### src/rtl/commit_trace_fifo.sv
// commit_trace_fifo: retire-trace capture that classifies writeback commits, tags them with an instruction number and buffers them in a FWFT FIFO
// Ports:
//   clk, rst_n                 clock, synchronous active-low reset
//   c_valid .. c_halt          commit bus from the writeback stage
//   out_valid/out_ready        valid/ready drain of the head record
//   out_kind .. out_addr       head record fields (zero when the FIFO is empty)
//   overflow, wdog_trip        sticky status flags
//   done                       halt record drained, or watchdog tripped
//   inst_count, cycle_count    accepted commits, cycles since reset release
// Build option TRACE_TIMESTAMP_EN adds out_cycle, the cycle_count value captured with each record.
module commit_trace_fifo #(
  parameter int DW         = 16,
  parameter int AW         = 16,
  parameter int RAW        = 4,
  parameter int DEPTH      = 16,
  parameter int MAX_CYCLES = 100000
) (
  input  logic           clk,
  input  logic           rst_n,
  input  logic           c_valid,
  input  logic [AW-1:0]  c_pc,
  input  logic           c_reg_we,
  input  logic [RAW-1:0] c_reg_addr,
  input  logic [DW-1:0]  c_reg_data,
  input  logic           c_mem_rd,
  input  logic           c_mem_we,
  input  logic [AW-1:0]  c_mem_addr,
  input  logic [DW-1:0]  c_mem_data,
  input  logic           c_halt,
  output logic           out_valid,
  input  logic           out_ready,
  output logic [2:0]     out_kind,
  output logic [31:0]    out_inum,
  output logic [AW-1:0]  out_pc,
  output logic [RAW-1:0] out_reg,
  output logic [DW-1:0]  out_data,
  output logic [AW-1:0]  out_addr,
  output logic           overflow,
  output logic           done,
  output logic           wdog_trip,
  output logic [31:0]    inst_count,
`ifdef TRACE_TIMESTAMP_EN
  output logic [31:0]    out_cycle,
`endif
  output logic [31:0]    cycle_count
);
  localparam int PW = $clog2(DEPTH);
  localparam int CW = PW + 1;
  localparam int BW = 3 + 32 + AW + RAW + DW + AW;
`ifdef TRACE_TIMESTAMP_EN
  localparam int EW = BW + 32;
`else
  localparam int EW = BW;
`endif
  typedef enum logic [1:0] {RUN, DRAIN, DONE} state_t;
  state_t          state_q, state_d;
  logic [PW-1:0]   wr_q, rd_q;
  logic [CW-1:0]   cnt_q, cnt_d;
  logic [31:0]     inst_q, cyc_q;
  logic            ovf_q, wdog_q;
  logic [EW-1:0]   mem_q [DEPTH];
  logic            accept, is_load, is_reg, is_halt, is_store;
  logic            full, pop, push, drop, wdog_hit;
  logic [2:0]      kind;
  logic [BW-1:0]   rec;
  logic [EW-1:0]   entry, head;
  assign accept   = c_valid && state_q == RUN;
  assign is_load  = c_reg_we && c_mem_rd;
  assign is_reg   = c_reg_we && !c_mem_rd;
  assign is_halt  = !c_reg_we && c_halt;
  assign is_store = !c_reg_we && !c_halt && c_mem_we;
  assign kind     = is_load ? 3'd2 : is_reg ? 3'd1 : is_halt ? 3'd4 : is_store ? 3'd3 : 3'd0;
  // REG and LOAD are exactly the commits with c_reg_we set
  assign rec = {kind, inst_q, c_pc,
                c_reg_we ? c_reg_addr : RAW'(0),
                c_reg_we ? c_reg_data : is_store ? c_mem_data : DW'(0),
                (is_load || is_store) ? c_mem_addr : AW'(0)};
  assign out_valid = cnt_q != '0;
  assign full      = cnt_q == CW'(DEPTH);
  assign pop       = out_valid && out_ready;
  // a full FIFO still takes a push when the head leaves in the same cycle
  assign push      = accept && (!full || pop);
  assign drop      = accept && full && !pop;
  assign cnt_d     = cnt_q + CW'(push) - CW'(pop);
  assign wdog_hit  = state_q == RUN && cyc_q == 32'(MAX_CYCLES - 1);
  // DRAIN looks at next-cycle occupancy so done follows the final pop by one cycle
  assign state_d = wdog_hit ? DONE :
                   (accept && is_halt) ? DRAIN :
                   (state_q == DRAIN && cnt_d == '0) ? DONE : state_q;
  // fields read as zero while empty so stale storage never shows
  assign head = out_valid ? mem_q[rd_q] : '0;
  assign {out_kind, out_inum, out_pc, out_reg, out_data, out_addr} = head[BW-1:0];
`ifdef TRACE_TIMESTAMP_EN
  assign entry     = {cyc_q, rec};
  assign out_cycle = head[EW-1:BW];
`else
  assign entry = rec;
`endif
  assign overflow    = ovf_q;
  assign wdog_trip   = wdog_q;
  assign done        = state_q == DONE;
  assign inst_count  = inst_q;
  assign cycle_count = cyc_q;
  always_ff @(posedge clk) begin
    if (!rst_n) begin
      state_q <= RUN;
      wr_q    <= '0;
      rd_q    <= '0;
      cnt_q   <= '0;
      inst_q  <= '0;
      cyc_q   <= '0;
      ovf_q   <= 1'b0;
      wdog_q  <= 1'b0;
    end else begin
      state_q <= state_d;
      cnt_q   <= cnt_d;
      if (push) wr_q <= wr_q + 1'b1;
      if (pop) rd_q <= rd_q + 1'b1;
      if (accept) inst_q <= inst_q + 32'd1;
      if (state_q != DONE && cyc_q != 32'(MAX_CYCLES)) cyc_q <= cyc_q + 32'd1;
      ovf_q  <= ovf_q | drop;
      wdog_q <= wdog_q | wdog_hit;
    end
  end
  always_ff @(posedge clk) begin
    if (push) mem_q[wr_q] <= entry;
  end
endmodule

### config.mk
export PLATFORM = sky130hd
export DESIGN_NAME = commit_trace_fifo
export DESIGN_NICKNAME = d
export VERILOG_FILES = /design/src/rtl/commit_trace_fifo.sv
export SDC_FILE = /design/constraint.sdc
export NUM_CORES = 1
export LEC_CHECK = 0
export CORE_MARGIN = 4
export CORE_UTILIZATION = 34
export CTS_CLUSTER_SIZE = 10
export DETAILED_ROUTE_END_ITERATION = 7
export SYNTH_ARGS = -nofsm -noshare
export SYNTH_HDL_FRONTEND = slang
export SYNTH_SLANG_ARGS = --single-unit
export TNS_END_PERCENT = 50
### constraint.sdc
create_clock -name clk -period 7.8 [get_ports clk]
set_clock_uncertainty 0.05 [all_clocks]
set_input_delay 0.78 -clock clk [delete_from_list [all_inputs] [get_ports clk]]
set_output_delay 0.78 -clock clk [all_outputs]
set_load 0.005 [all_outputs]
# Word level (Yosys, flattened, before mapping)
# Memory sizes are Yosys's and may differ from the RTL's. A register that Yosys moved wholly into a read port is not among the register bits.
# Cells that the tools add are included.
dict set report totals {
  mem_count 1
  inputBits 76
  mem_bits_rw 1392
  elab_cells 68
  reg_bits 81
  out_inout_bits 155
}
dict set report classes {
  eq_ne 6
  bitwise 3
  muxes 16
  n_addsub 6
  n_reduce_logical 27
}
# memory depth word_bits rd rd_ports_with_merged_regs write_ports line
set memory_table {}
lappend memory_table {mem_q 16 87 1 1 1 61} ;# logic [EW-1:0] mem_q [DEPTH];
# operator count
set ops {}
lappend ops {{2-to-1 mux 87 bit} 1}
lappend ops {{adder 32 x 1 -> 32 bit (second input constant)} 2}
lappend ops {{2-to-1 mux 16 bit} 3}
lappend ops {{equality test 32 x 17 -> 1 bit (second input constant)} 1}
lappend ops {{inequality test 32 x 17 -> 1 bit (second input constant)} 1}
lappend ops {{logical AND 1 bit} 14}
lappend ops {{2-to-1 mux 4 bit} 3}
lappend ops {{2-to-1 mux 3 bit} 3}
lappend ops {{adder 4 x 1 -> 4 bit (second input constant)} 2}
lappend ops {{2-to-1 mux 2 bit} 4}
lappend ops {{adder 5 x 1 -> 5 bit} 1}
lappend ops {{equality test 5 bit (second input constant)} 1}
lappend ops {{logical NOT 1 bit} 5}
lappend ops {{logical NOT 5 bit} 1}
lappend ops {{nonzero test 5 bit} 1}
lappend ops {{subtractor 5 x 1 -> 5 bit} 1}
lappend ops {{nonzero test 3 bit} 1}
lappend ops {{equality test 2 x 1 -> 1 bit (second input constant)} 1}
lappend ops {{equality test 2 bit (second input constant)} 1}
lappend ops {{logical NOT 2 bit} 1}
lappend ops {{logical OR 1 bit} 2}
lappend ops {{2-to-1 mux 1 bit} 2}
lappend ops {{inequality test 2 bit (second input constant)} 1}
lappend ops {{OR 1 bit} 2}
lappend ops {{3 further kinds} 3}

# Longest topological paths before layout
# Gate-level depths: netlist of run 1.
dict set report depth {
  word_depth 11
  ltp_mapped 16
  depth_no_buf 15
}

# Worst setup path before layout of run 1
# OpenSTA, ideal clock, no wires.
dict set report synth_timing {
  path_type {in2reg}
  start {in c_valid}
  end {mem mem_q[3][0] (netlist bit) (enable)}
  arrival_time_ps 7602
  slack_ps -490
  path_buffers 0
  cell_stages 4
  setup_ps 639
  t_required_ps 7111
  path_cell_list {nor3b_2 a21boi_1 nand2_1 nor3_1}
}
dict set report synth_between {
  elab_chain_len 4
}
# element line
set synth_rtl {}
lappend synth_rtl {{start: declaration} 20} ;# input logic c_valid,
lappend synth_rtl {{logical AND 1 bit} 67} ;# assign accept = c_valid && state_q == RUN;
lappend synth_rtl {{logical AND 1 bit} 82} ;# assign push = accept && (!full || pop);
lappend synth_rtl {{2-to-1 mux 1 bit} 126} ;# if (push) mem_q[wr_q] <= entry;
lappend synth_rtl {{2-to-1 mux 1 bit (not written as such)} 126}
lappend synth_rtl {{end: declaration} 61}
# Every way passes these cells.

==> flow_summary.toml, run 1 <==
[power_and_ir_drop]
power_switching_mw = 5.026
sequentialPowerShare_pct = 44.7
internal_power_mw = 15.23
powerDensity_mw_per_mm2 = 301.8
clock_power_share_pct = 34.6
ir_drop_v = 0.0002304
comb_power_share_pct = 20.7
switching_share_pct = 24.81
leakage_nw = 20.32

[placed_design]
globalplace.congestion = 0.7238
place_area_sq_mm = 0.06234
hpwl_um = 68130
place_inst = 4915
port_buffers = 230

[yosys]
ys_seq_area_share_pct = 75.77
yosysUniqueCellTypes = 48
yosys_warnings = 0
synth.area.top_cells = "edfxtp_1, mux4_2, dfxtp_1"
synthCells = 2596
synth_top_cell_by_area = "edfxtp_1"
synth-edff-count = 1392
synthFlopType = "edfxtp_1"
syn_nets = 2686
synth_seq_cells = 1477
async_reset_ff_share_pct = 0
synth_top_area_share_pct = 72.80
syn_area_sq_mm = 0.05741
syn_avg_cell_area_sq_um = 22.12

[timing]
timing.fmax_ghz = 0.1970
fin_crit_ns = 5.076
maxSlewViolCount = 0
rsz0062_at_grt = "false"
finalHoldViolCount = 0
max_slew_margin_pct = 28.54
tightestPinTransition_ns = 1.072
finalCritPeriodShare_pct = 65.08
fin_hold_ws_ns = 0.4260
setup_viol = 0

[layout]
final_cell_mix = "edfxtp_1, mux4_2, clkdlybuf4s50_1, clkbuf_16, and2_1"
final_common_cell = "edfxtp_1"
area_growth_pct = 16.88
fin_util_pct = 40.04
nets = 2972
fin_cells = 5157
drive_gt1_share_pct = 23.92
finalInstanceArea_sq_mm = 0.06711
fillerInstances = 14610

[route]
post_drt_wl_per_cell_um = 26.59
drcViolationCount = 0
avgViaCountPerCell = 5.185
dr.first_iter.drc_count = 2441
firstDrtPassIters = 5
finalWirelength_um = 137100
vias = 26740
antenna_left = 0

[die]
top_level_ports = 231
std_cell_rows = 150
start_util_pct = 34.26
die-width_um = 418.9
core_sq_mm = 0.1676
dieArea_sq_mm = 0.1755
fp.dieH_um = 418.9

[clocking]
post_cts_buffers = 0
clockRootBuffer = "clkbuf_16"
cts_max_path_buffers = 3
cts_buffers = 169
cts_sinks = 1477
cts.repair.resized = 0
clock_latency_ns = 0.77
htree_levels = 4
path_clk_slew_ns = 0.05
cts_hold_buf = 0
cts_tree = "done"

[setup_path]
critPathArrivalTime_ns = 4.25
path_cells = "buf_4, mux4_2, mux4_2, and2_1, clkdlybuf4s50_1"
regToRegStartpoint = "cnt_q[3]"
critPathSlowestCell = "dfxtp_4"
start_kind = "flip-flop"
crit_path_end_kind = "primary output"
cpMostUsedCell = "mux4_2"
critPathMaxFanout = 37
max_stage_delay_ns = 0.87
worst-r2r-setup-slack_ns = 3.81
crit_type = "flip-flop to primary output"
worst_ep_required_time_ns = 6.97

[hold_path]
hold_path_startpoint = "overflow"
min_path_type = "flip-flop to flip-flop"

[grt]
grt_antenna_before_repair = 3
grt_pass1_wl_um = 199700
grt_max_degree = 121
overflow = 0
grt_pass1_vias = 28100
grt.total_usage_pct = 15.67

[run]
drv_cap = 0

[outcome]
status = "completed"
==> path summary, 6_finish.rpt <==
check                           depth (start not counted)      endpoint
worst min-delay path                                    1      overflow
worst max register to register                         14    state_q[0]
worst min register to register                          1      overflow
worst max-delay path                                    5  out_inum[24]
==> state kept, by name, summed over array words and instances (netlist names), named ones only <==
signal and count:
cnt_q 5, cycle_count 32, inst_count 32, mem_q 1392, overflow 1, rd_q 4
state_q 2, wdog_trip 1, wr_q 4
==> cell type report <==
class,count,area (sq um),area share [%]
well taps,2204,2758,4.109
repair buffers,280,2918,4.348
flip-flops and latches,1477,43520,64.85
clock inverters,20,279.0,0.4158
clock buffers,221,4488,6.688
inverters,20,75.07,0.1119
multi-input cells,934,13070,19.47
diodes,1,2.502,0.003729
==> cells in the mapped netlist, types with 3 or more instances <==
cell      instances
nor3b_1           3
nor2b_1           4
nand2b_1         16
edfxtp_1       1392
inv_1            19
o21ai_0           9
ha_1             13
and2_1          114
nand3_1          23
and4_1            8
o21a_1            3
buf_2            13
buf_6             7
nand4_1          18
xnor2_1          35
dfxtp_1          85
nor3_1           10
mux4_2          435
buf_1             8
or4_1             5
and3_1           11
a21oi_1          17
clkbuf_1         79
nor2_1           71
nand2_1          49
or3_1            10
nor4_1           22
xor2_1           10
a22o_1           16
mux2i_1          14
buf_4            58
==> kinds of logic (layout without fill, tap and decap cells) <==
group / count (synthesis) / count (layout) / share of synthesized area [%]
flops: 1477 / 1477 / 75.77
mux: 449 / 449 / 17.31
simple gates: 372 / 372 / 3.576
buf+inv: 185 / 541 / 1.709
compound gates: 54 / 54 / 0.6342
xor+xnor: 45 / 45 / 0.6865
fa+ha+maj: 14 / 14 / 0.3182
other cells: 0 / 1 / 0
==> critical path, delay by kind of cell (launching register included) <==
family                 cells  cell delay, ns
muxes                      2            1.08
buffers and inverters      2            1.21
DFF                        1            0.87
and+or+nand+nor            1            0.27
==> power groups by stage <==
stage          clock, mW  sequential [mW]  combinational [mW]
2_1_floorplan          0             9.11                2.75
3_3_place_gp           0             9.20                4.32
3_5_place_dp           0             9.21                4.32
4_1_cts             7.20             9.05                4.34
5_1_grt             7.56             9.07                4.52
6_report            7.01             9.04                4.20
==> routing by layer <==
metal	global-route usage [%]	routed length (um)
met5	0	34
met3	3.473	8092
met2	25.32	67010
met4	4.216	2880
met1	21.52	59120
==> metrics by stage <==
stage	TNS [ns]	setup WS (ns)	power, mW
3_5_place_dp	0	2.901	13.54
3_3_place_gp	0	2.883	13.53
5_1_grt	0	2.383	21.15
4_1_cts	0	2.509	20.59
2_1_floorplan	-77.65	-0.4463	11.86
6_report	0	2.724	20.25
(Power assumes the default switching activity.)
==> run 2: changes to the inputs <==
==> constraint.sdc (replaced) <==
create_clock -name clk -period 4.15 [get_ports clk]
set_clock_uncertainty 0.05 [all_clocks]
set_input_delay 0.415 -clock clk [delete_from_list [all_inputs] [get_ports clk]]
set_output_delay 0.415 -clock clk [all_outputs]
set_load 0.005 [all_outputs]
==> run 2 against run 1 <==
Final cell count grew 0.99%. Sequential share of layout area fell by 0.82 points. Largest cell class unchanged. Critical endpoint is now out_inum[5]. Design area grew 1.3%. Routed wire length is 0.43% higher. Hold slack got worse by 0.30 ns.
==> flow_summary.toml, run 2 (synthesized netlist as in run 1, its figures left out) <==
[layout]
multi_input_area_sq_mm = 0.01308
ff_latch_area_sq_mm = 0.04352
drive_gt1_share_pct = 25.42
largest_reg_flops = 1392
top_register = "mem_q"
fin_cells = 5208
final_cell_mix = "edfxtp_1, mux4_2, clkdlybuf4s50_1, clkbuf_16, and2_1"
fillerInstances = 14580
final_common_cell = "edfxtp_1"
area_growth_pct = 18.37
nets = 3030

[setup_path]
path_cells = "buf_12, buf_12, mux4_2, mux4_2, and2_1, clkdlybuf4s50_1"
critPathSlowestCell = "mux4_2"
worst_ep_required_time_ns = 3.68
crit_type = "flip-flop to primary output"
crit_path_end_kind = "primary output"
critPathMaxFanout = 27
max_stage_delay_ns = 0.58
critPathArrivalTime_ns = 3.46
start_kind = "flip-flop"

[clocking]
htree_levels = 4
post_cts_buffers = 4
cts_sinks = 1477
cts_tree = "done"
cts_buffers = 169
clockRootBuffer = "clkbuf_16"
cts.repair.resized = 0
cts_hold_buf = 0
cts_max_path_buffers = 3
path_clk_slew_ns = 0.06
clock_latency_ns = 0.80

[grt]
grt_pass1_wl_um = 201400
grt_max_degree = 91
gr-usage-met3_pct = 3.175
overflow = 0
grt_pass1_vias = 28560
globalRouteMet1Util_pct = 21.57
grt.total_usage_pct = 15.82
met2_usage_pct = 25.85
grt_busiest_layer = "met2"
grt_antenna_before_repair = 6

[route]
finalWirelength_um = 137700
avgViaCountPerCell = 5.189
drcViolationCount = 0
vias = 27030
firstDrtPassIters = 5
post_drt_wl_per_cell_um = 26.45
antenna_left = 0
dr.first_iter.drc_count = 2511

[timing]
setup_viol = 0
maxSlewViolCount = 0
tightestPinTransition_ns = 0.8857
finalSetupTns_ns = 0
rsz0062_at_grt = "false"
max_slew_margin_pct = 40.79
timing.fmax_ghz = 0.2547
fin_crit_ns = 3.927
finalHoldViolCount = 0
finalCritPeriodShare_pct = 94.62

[placed_design]
place_inst = 4969
hpwl_um = 74610
port_buffers = 230
globalplace.congestion = 0.7368

[run]
drv_cap = 0

[die]
dieArea_sq_mm = 0.1755
std_cell_rows = 150
fp.dieH_um = 418.9
start_util_pct = 34.26
die-width_um = 418.9
core_sq_mm = 0.1676
top_level_ports = 231

[power_and_ir_drop]
ir_drop_v = 0.0004167
powerDensity_mw_per_mm2 = 564.6
leakage_nw = 20.72

[outcome]
status = "completed"

[hold_path]
min_path_type = "input port to flip-flop"
[run 2: cell count changes in the layout (fill, tap and decap cells not counted), moves of 3 or more]
cell / before / now
clkbuf_1: 49 / 38
buf_4: 30 / 56
clkinv_16: 0 / 5
clkbuf_16: 172 / 169
buf_12: 20 / 52
[run 2: path summary, 6_finish.rpt]
| check | from | end | slack, ns | cells after the start |
|---|---|---|---|---|
| hold / removal | rst_n | cycle_count[26] | 0.13 | 3 |
| setup / recovery | flip-flop | out_inum[5] | 0.22 | 6 |
| setup reg to reg | cnt_q[2] | state_q[0] | 0.76 | 14 |
| hold reg to reg | overflow | overflow | 0.42 | 1 |
[run 2: metrics by stage]
step           total power, mW  cell area [sq um]  worst slack (ns)  util, %  hold WS [ns]
3_3_place_gp             25.71              63130            0.6350    37.67        0.4083
2_1_floorplan            22.29              57430            -1.440        -        0.4091
3_5_place_dp             25.75              63130            0.6358    37.67        0.4102
6_report                 38.37              67960            0.2232    40.55        0.1264
4_1_cts                  39.08              67950           0.07243    40.55       0.07240
5_1_grt                  40.10              67960           0.02398    40.55        0.1126
[run 2: critical path: cells and delay by family (launching register included)]
kind / cells / cell delay [ns]
buffers and inverters: 3 / 0.96
DFF: 1 / 0.43
and+or+nand+nor: 1 / 0.17
muxes: 2 / 1.08
[run 2: cell type report]
cell class,count,share of cell area [%]
repair buffers,338,5.523
inverters,20,0.1105
clock buffers,208,6.453
well taps,2204,4.058
diodes,3,0.01105
clock inverters,24,0.5689
flip-flops and latches,1477,64.03
multi-input cells,934,19.24
[run 2: power breakdown]
part | switching, mW | leakage (nW) | total, mW | internal, mW
logic | 3.74 | 5.04 | 8.37 | 4.63
clock network | 5.62 | 2.30 | 13.2 | 7.54
registers | 0.157 | 13.4 | 16.9 | 16.7
[run 2: routing by layer]
metal	vias up	share of wire, %
met1	14670	43
met5	-	0.0094
met3	176	5.4
li1	11450	-
met4	2	2.3
met2	736	49
==> run 3: changes to the inputs <==
--- a/config.mk
+++ b/config.mk
@@ -9,6 +9,7 @@
 export CORE_UTILIZATION = 34
 export CTS_CLUSTER_SIZE = 10
 export DETAILED_ROUTE_END_ITERATION = 7
+export GPL_ROUTABILITY_DRIVEN = 0
 export SYNTH_ARGS = -nofsm -noshare
 export SYNTH_HDL_FRONTEND = slang
 export SYNTH_SLANG_ARGS = --single-unit
==> results of run 3 <==
No change in the layout: final DEF, timing and power equal those of run 2.
